<file path="config.mk">
export PLATFORM = sky130hd
export DESIGN_NAME = fetch_unit
export DESIGN_NICKNAME = d
export VERILOG_FILES = /design/src/rtl/fetch_unit.sv
export SDC_FILE = /design/constraint.sdc
export NUM_CORES = 1
export LEC_CHECK = 0
export ABC_AREA = 0
export BUFFER_PORTS_ARGS = -buffer_cell sky130_fd_sc_hd__buf_2
export CAP_MARGIN = 5
export CORE_ASPECT_RATIO = 1.75
export CORE_UTILIZATION = 59
export CTS_CLUSTER_DIAMETER = 120
export DETAILED_ROUTE_END_ITERATION = 10
export GPL_ROUTABILITY_DRIVEN = 0
export PLACE_DENSITY_LB_ADDON = 0.1
export SLEW_MARGIN = 40
export SYNTH_ARGS = -nofsm -noshare
export SYNTH_HDL_FRONTEND = slang
export SYNTH_SLANG_ARGS = --single-unit
</file>
<file path="constraint.sdc">
create_clock -name clk -period 6.9 [get_ports clk]
set_input_delay 0.69 -clock clk [delete_from_list [all_inputs] [get_ports clk]]
set_output_delay 0.69 -clock clk [all_outputs]
set_load 0.02 [all_outputs]
</file>
<file path="src/rtl/fetch_unit.sv">
// Instruction fetch stage: owns the fetch PC, keeps one imem read in flight and
// presents pc/inst/inst_valid to the IF/ID register, with a one-entry skid for stalls.
module fetch_unit #(
  parameter logic [31:0] RESET_PC = 32'h0040_0000
) (
  input  logic        clk,
  input  logic        rst_n,
  input  logic        stop,
  input  logic        redirect,
  input  logic [31:0] redirect_target,
  output logic        imem_req,
  output logic [31:0] imem_addr,
  input  logic        imem_ready,
  input  logic        imem_rvalid,
  input  logic [31:0] imem_rdata,
  output logic [31:0] pc,
  output logic [31:0] inst,
  output logic        inst_valid
);

  typedef enum logic [1:0] {IDLE, REQ, WAIT, FULL} state_t;

  state_t      state;
  logic [31:0] fetch_pc;
  logic [31:0] sk_pc;
  logic [31:0] sk_inst;
  logic        sk_valid;
  logic        kill;

  logic        may_load;
  logic        accept;
  logic [31:0] next_pc;

  assign may_load  = !inst_valid || !stop;
  assign accept    = (state == REQ) && imem_ready;
  assign next_pc   = fetch_pc + 32'd4;

  assign imem_req  = (state == REQ);
  assign imem_addr = fetch_pc;

  always_ff @(posedge clk or negedge rst_n) begin
    if (!rst_n) begin
      state      <= IDLE;
      fetch_pc   <= RESET_PC;
      kill       <= 1'b0;
      sk_valid   <= 1'b0;
      sk_pc      <= RESET_PC;
      sk_inst    <= 32'h0;
      pc         <= RESET_PC;
      inst       <= 32'h0;
      inst_valid <= 1'b0;
    end else if (redirect) begin
      // A flush wins over everything; an already-accepted read must still drain.
      fetch_pc   <= {redirect_target[31:2], 2'b00};
      inst_valid <= 1'b0;
      inst       <= 32'h0;
      sk_valid   <= 1'b0;
      case (state)
        REQ: begin
          state <= accept ? WAIT : REQ;
          kill  <= accept;
        end
        WAIT: begin
          if (imem_rvalid) begin
            state <= REQ;
            kill  <= 1'b0;
          end else begin
            state <= WAIT;
            kill  <= 1'b1;
          end
        end
        default: begin
          state <= REQ;
          kill  <= 1'b0;
        end
      endcase
    end else begin
      if (inst_valid && !stop)
        inst_valid <= 1'b0;
      case (state)
        IDLE: state <= REQ;
        REQ: begin
          if (imem_ready)
            state <= WAIT;
        end
        WAIT: begin
          if (imem_rvalid) begin
            if (kill) begin
              kill  <= 1'b0;
              state <= REQ;
            end else begin
              fetch_pc <= next_pc;
              if (may_load) begin
                pc         <= fetch_pc;
                inst       <= imem_rdata;
                inst_valid <= 1'b1;
                state      <= REQ;
              end else begin
                // Downstream is stalled: park the response so it is not lost.
                sk_pc    <= fetch_pc;
                sk_inst  <= imem_rdata;
                sk_valid <= 1'b1;
                state    <= FULL;
              end
            end
          end
        end
        FULL: begin
          if (may_load) begin
            pc         <= sk_pc;
            inst       <= sk_inst;
            inst_valid <= sk_valid;
            sk_valid   <= 1'b0;
            state      <= REQ;
          end
        end
        default: state <= IDLE;
      endcase
    end
  end

endmodule

</file>
* After elaboration in Yosys (flattened, before gate mapping)
Index checks and enable logic that the tools add are counted.
Widths: inputs -> output; s select.
** Word-level totals
- Flip-flop bits (word level) :: 165
- Input bits :: 70
- Word-level logic and storage cells :: 87
** Operators by class
- $add $sub $neg :: 1
- Equal/unequal tests :: 14
- Multiplexer cells :: 43
- Bitwise logic cells :: 3
- Reductions and logical operators :: 17
** Operators by type and width (count)
- $mux 32 :: 13
- $pmux 32 s2 :: 2
- $add 32x3->32 const B :: 1
- $mux 2 :: 8
- $mux 1 :: 15
- $ne 3x3->1 const B :: 5
- $reduce_and 5->1 :: 3
- $ne 2x2->1 const B :: 5
- $pmux 2 s4 :: 1
- $pmux 1 s2 :: 3
- $reduce_and 3->1 :: 2
- $reduce_and 6->1 :: 1
- $reduce_bool 2->1 :: 3
- $eq 2x2->1 const B :: 2
- $pmux 2 s2 :: 1
- $ne 3x2->1 const B :: 1
- $not 1->1 :: 3
- $reduce_bool 3->1 :: 1
- $eq 2x1->1 const B :: 1
- $logic_and 1x1->1 :: 2
- $logic_not 1->1 :: 2
- $logic_not 2->1 :: 1
- $reduce_and 2->1 :: 1
- $logic_or 1x1->1 :: 1

* Depth between registers and ports, before layout
- Word-level depth :: 8
- Gate-level depth with buffers :: 8
- Mapped depth without buffers :: 6

* Worst setup path before layout
OpenSTA, ideal clock, no wires.
- Path type :: register to register
- From :: reg state[0]
- To :: reg fetch_pc[17], in the netlist imem_addr[17]
- Setup time :: 0.082 ns
- Arrival :: 2.131 ns
- Setup slack :: 4.687 ns
- Stages on the path, launching flop included :: 9
- Buffers on the path :: 2
- Period minus slack after synthesis :: 2.213 ns
- Path through :: dfrtp_1 > inv_1 > ha_1 > buf_4 > nand4b_4 > or4_4 > buf_6 > or4_1 > a31oi_1
** Between the ends
- Word-level cells in the longest chain between the ends :: 3
** RTL lines
- start, declared :: RTL line 23 : state_t state;
- start signal, assigned :: RTL line 60 : state <= accept ? WAIT : REQ;
- $eq 2x2->1 :: RTL line 80 : case (state)
- $reduce_bool 2->1 (no line)
- $reduce_and 3->1 (no line)
- end signal, assigned :: RTL line 54 : fetch_pc <= {redirect_target[31:2], 2'b00};
- end signal, assigned :: RTL line 92 : fetch_pc <= next_pc;
- end, declared :: RTL line 24 : logic [31:0] fetch_pc;
No other way between the ends.
A chain may end at the register's enable or synchronous reset.

* Worst setup path in the final report
- From :: reg state[0]
- To :: reg sk_pc[6]
** Between the ends
- Word-level cells in the longest chain between the ends :: 2
** RTL lines
- $eq 2x2->1 :: RTL line 80
- $reduce_and 5->1 (no line)
- end signal, assigned :: RTL line 100 : sk_pc <= fetch_pc;
- end, declared :: RTL line 25 : logic [31:0] sk_pc;
No other way between the ends.

==> results by group <==
Run status
  • Status: completed

Global route
  • Initial antenna violation count: 1
  • Gr ovfl total: 0
  • Total Routing Usage GR: 0.2780
  • First-pass GRT wire length: ~28 mm
  • Vias in the first global route: 5,727
  • Largest net degree at the start of global routing: 95

Layout
  • Area added between synthesis and finish: 20.06%
  • Fin area: between 0.008 and 0.009 mm²
  • N_diodes: 0
  • Layout cell share with drive strength beyond 1: 0.3411
  • Register Area: 0.003983 mm²
  • Final #Nets: 879
  • Multi-input logic area: 0.003243 mm²
  • Layout fillers: between 900 and 1,000

Floorplanning
  • Initial Utilization: 0.6125
  • Die width: 86.85 µm
  • Row count: 53
  • Die Area: 0.01307 mm²
  • Die Y: 150.5 µm
  • Core area: between 0.01 and 0.015 mm²
  • # IOs: between 150 and 200

Yosys
  • Synth area leader: dfrtp_1
  • Cells after Synth: 663
  • Top-area cell type share of the netlist area: 0.5252
  • Synthesized area: roughly 0.0074 mm²
  • EDFF count, synth: 0
  • Top cells by area, synth: dfrtp_1, mux2_2, mux2i_1
  • Most instantiated library cell after synthesis: dfrtp_1
  • Prevailing post-synth register cell: dfrtp_1
  • Post-synthesis register bit count: approximately 160
  • Cell variety after synth: between 40 and 50
  • Syn_area_per_cell: 11.21 µm²
  • Async S/R FF share, synth: 1.000
  • Post-synth top cells: dfrtp_1, nor2_1, mux2_2
  • Ys Warns: 0
  • Seq/Total Area, Yosys: 0.5358

Drt
  • Vias per inst: 5.804
  • Final ANT Viol Nets: 0
  • Drt first pass iters: 4
  • DR iter-0 viols: 262
  • Remaining DRCs: 0
  • Vias: 5,705
  • WL/cell: around 18 µm
  • Drt total wl: 17.25 mm

Critical path
  • CP endpoint kind: flip-flop
  • Worst path required time: 7.19 ns
  • Critical Path AT: 3.54 ns
  • Critical path class: reg2reg
  • Type of origin of the critical path: flip-flop
  • Worst R2R Path Depth: 6
  • CP max FO: 52

Clocking
  • Clock Latency Late Sink: around 0.42 ns
  • Hold-fix buffers at CTS: 0
  • Root buffer cell: clkbuf_16
  • CTS tree: done
  • # Post-CTS Setup Buffers: 0
  • CTS-repair resized insts: 0
  • Clk pin slew, worst setup/hold paths: approximately 0.070 ns
  • CTS Sinks: approximately 160
  • H-Tree Level Count: 4
  • Clk buf depth: 2
  • CTS buffer count: 17

Power
  • Comb power frac: 0.319
  • Clock power share: 0.283
  • Flop pwr share: 0.398
  • LEAKAGE: 0.004089 µW
  • Sw Share: 0.3658
  • PD cells: about 350 mW/mm²
  • Sw Pwr: 1151 µW
  • Pint: 1996 µW
  • Worst vdd ir: around 210 µV

STA
  • Slew headroom: 0.4394
  • Crit path time final: 3.250 ns
  • Final Hold Fails: 0
  • Final worst slack: 3.650 ns
  • Setup TNS: 0 ns
  • # setup viols final: 0
  • Clock Skew: around 0.012 ns
  • Final Cycle Share: 0.4710
  • Slew at the pin closest to its max-slew limit: 0.8409 ns
  • RSZ-0062 raised after global routing: false
  • Fmax achieved: 307.7 MHz
  • Max-slew violations: 0

Placement
  • Placed Area: 0.008315 mm²
  • HPWL Detailed: 11.62 mm
  • IO buf count: 161
  • Pre-CTS WS: between 3 and 4 ns

Worst hold path
  • Worst hold path class: in2async

Flow run
  • Max cap viols: 0
[worst paths after layout]
| check | startpoint | endpoint | slack, ns |
|---|---|---|---|
| hold reg to reg | sk_inst[6] | sk_inst[6] | 0.51 |
| hold / removal | rst_n | pc[27] | 0.21 |
| max in group asynchronous | rst_n | inst[31] | 5.76 |
| setup reg to reg | state[0] | sk_pc[6] | 3.65 |
| min in group clk | redirect_target[3] | imem_addr[3] | 0.49 |
| setup / recovery | state[0] | sk_pc[6] | 3.65 |
[state kept, by name, indices dropped and copies added, names as in the netlist]
register	flops
sk_pc	30
imem_addr	30
pc	30
kill	1
sk_valid	1
sk_inst	32
state	2
inst_valid	1
inst	32
[layout make-up]
class                           instances  area share
Clock buffer                           18     0.04809
Clock inverter                         14     0.01514
Inverter                                6    0.002523
Multi-Input combinational cell        452      0.3634
Sequential cell                       159      0.4462
Tap cell                              165     0.02313
Timing Repair Buffer                  169      0.1015
[logic make-up (layout without fill, tap and decap cells)]
family	count (synthesis)	in the layout	share of synthesized area
AND/OR/NAND/NOR	184	184	0.1232
flip-flops	159	159	0.5358
multiplexers	127	127	0.1818
AO/OA/AOI/OAI	122	122	0.1039
buffers and inverters	55	207	0.03518
XOR/XNOR	11	11	0.01296
adder cells (fa/ha/maj)	4	4	0.006733
other	1	4	0.0005045
[power groups by stage]
stage	Clock [µW]	Combinational [µW]	Sequential, µW
finish	891	1000	1250
global route	943	1100	1280
CTS	907	1010	1250
detailed placement	0	1010	1270
global placement	0	974	1260
floorplan	0	469	1460
[through the flow]
step / utilization / power [µW] / hold slack, ns / cells
after floorplan: - / 1924 / 0.3944 / 666
after global placement: 0.6849 / 2233 / 0.4891 / 949
after detailed placement: 0.6852 / 2274 / 0.4958 / 949
after CTS: 0.7317 / 3169 / 0.3840 / 981
after global routing: 0.7354 / 3315 / 0.2270 / 983
final: 0.7354 / 3147 / 0.2097 / 983
[per-layer routing]
metal,vias up,share of wire,global-route usage
met2,182,0.54,0.4846
met3,37,0.054,0.06305
met4,2,0.025,0.1275
met1,2798,0.38,0.3208
li1,2686,-,-
met5,-,0.00075,0
[cell usage in the layout (no fill, tap or decap), types with 18 or more instances in the layout]
cell type	n
nor2_1	81
mux2_2	64
dfrtp_1	156
mux2i_1	63
or4_1	18
a21oi_1	35
nand2_1	32
buf_2	160
a211oi_1	32
[worst max-delay path: stages, from the launching register on]
cell and delay [ns]:
dfrtp_1 0.43, inv_1 0.09, ha_1 0.33, nand3b_1 0.47, nor3_4 0.65, buf_4 0.69, mux2_2 0.42
Power figures use the tool's default switching activity.
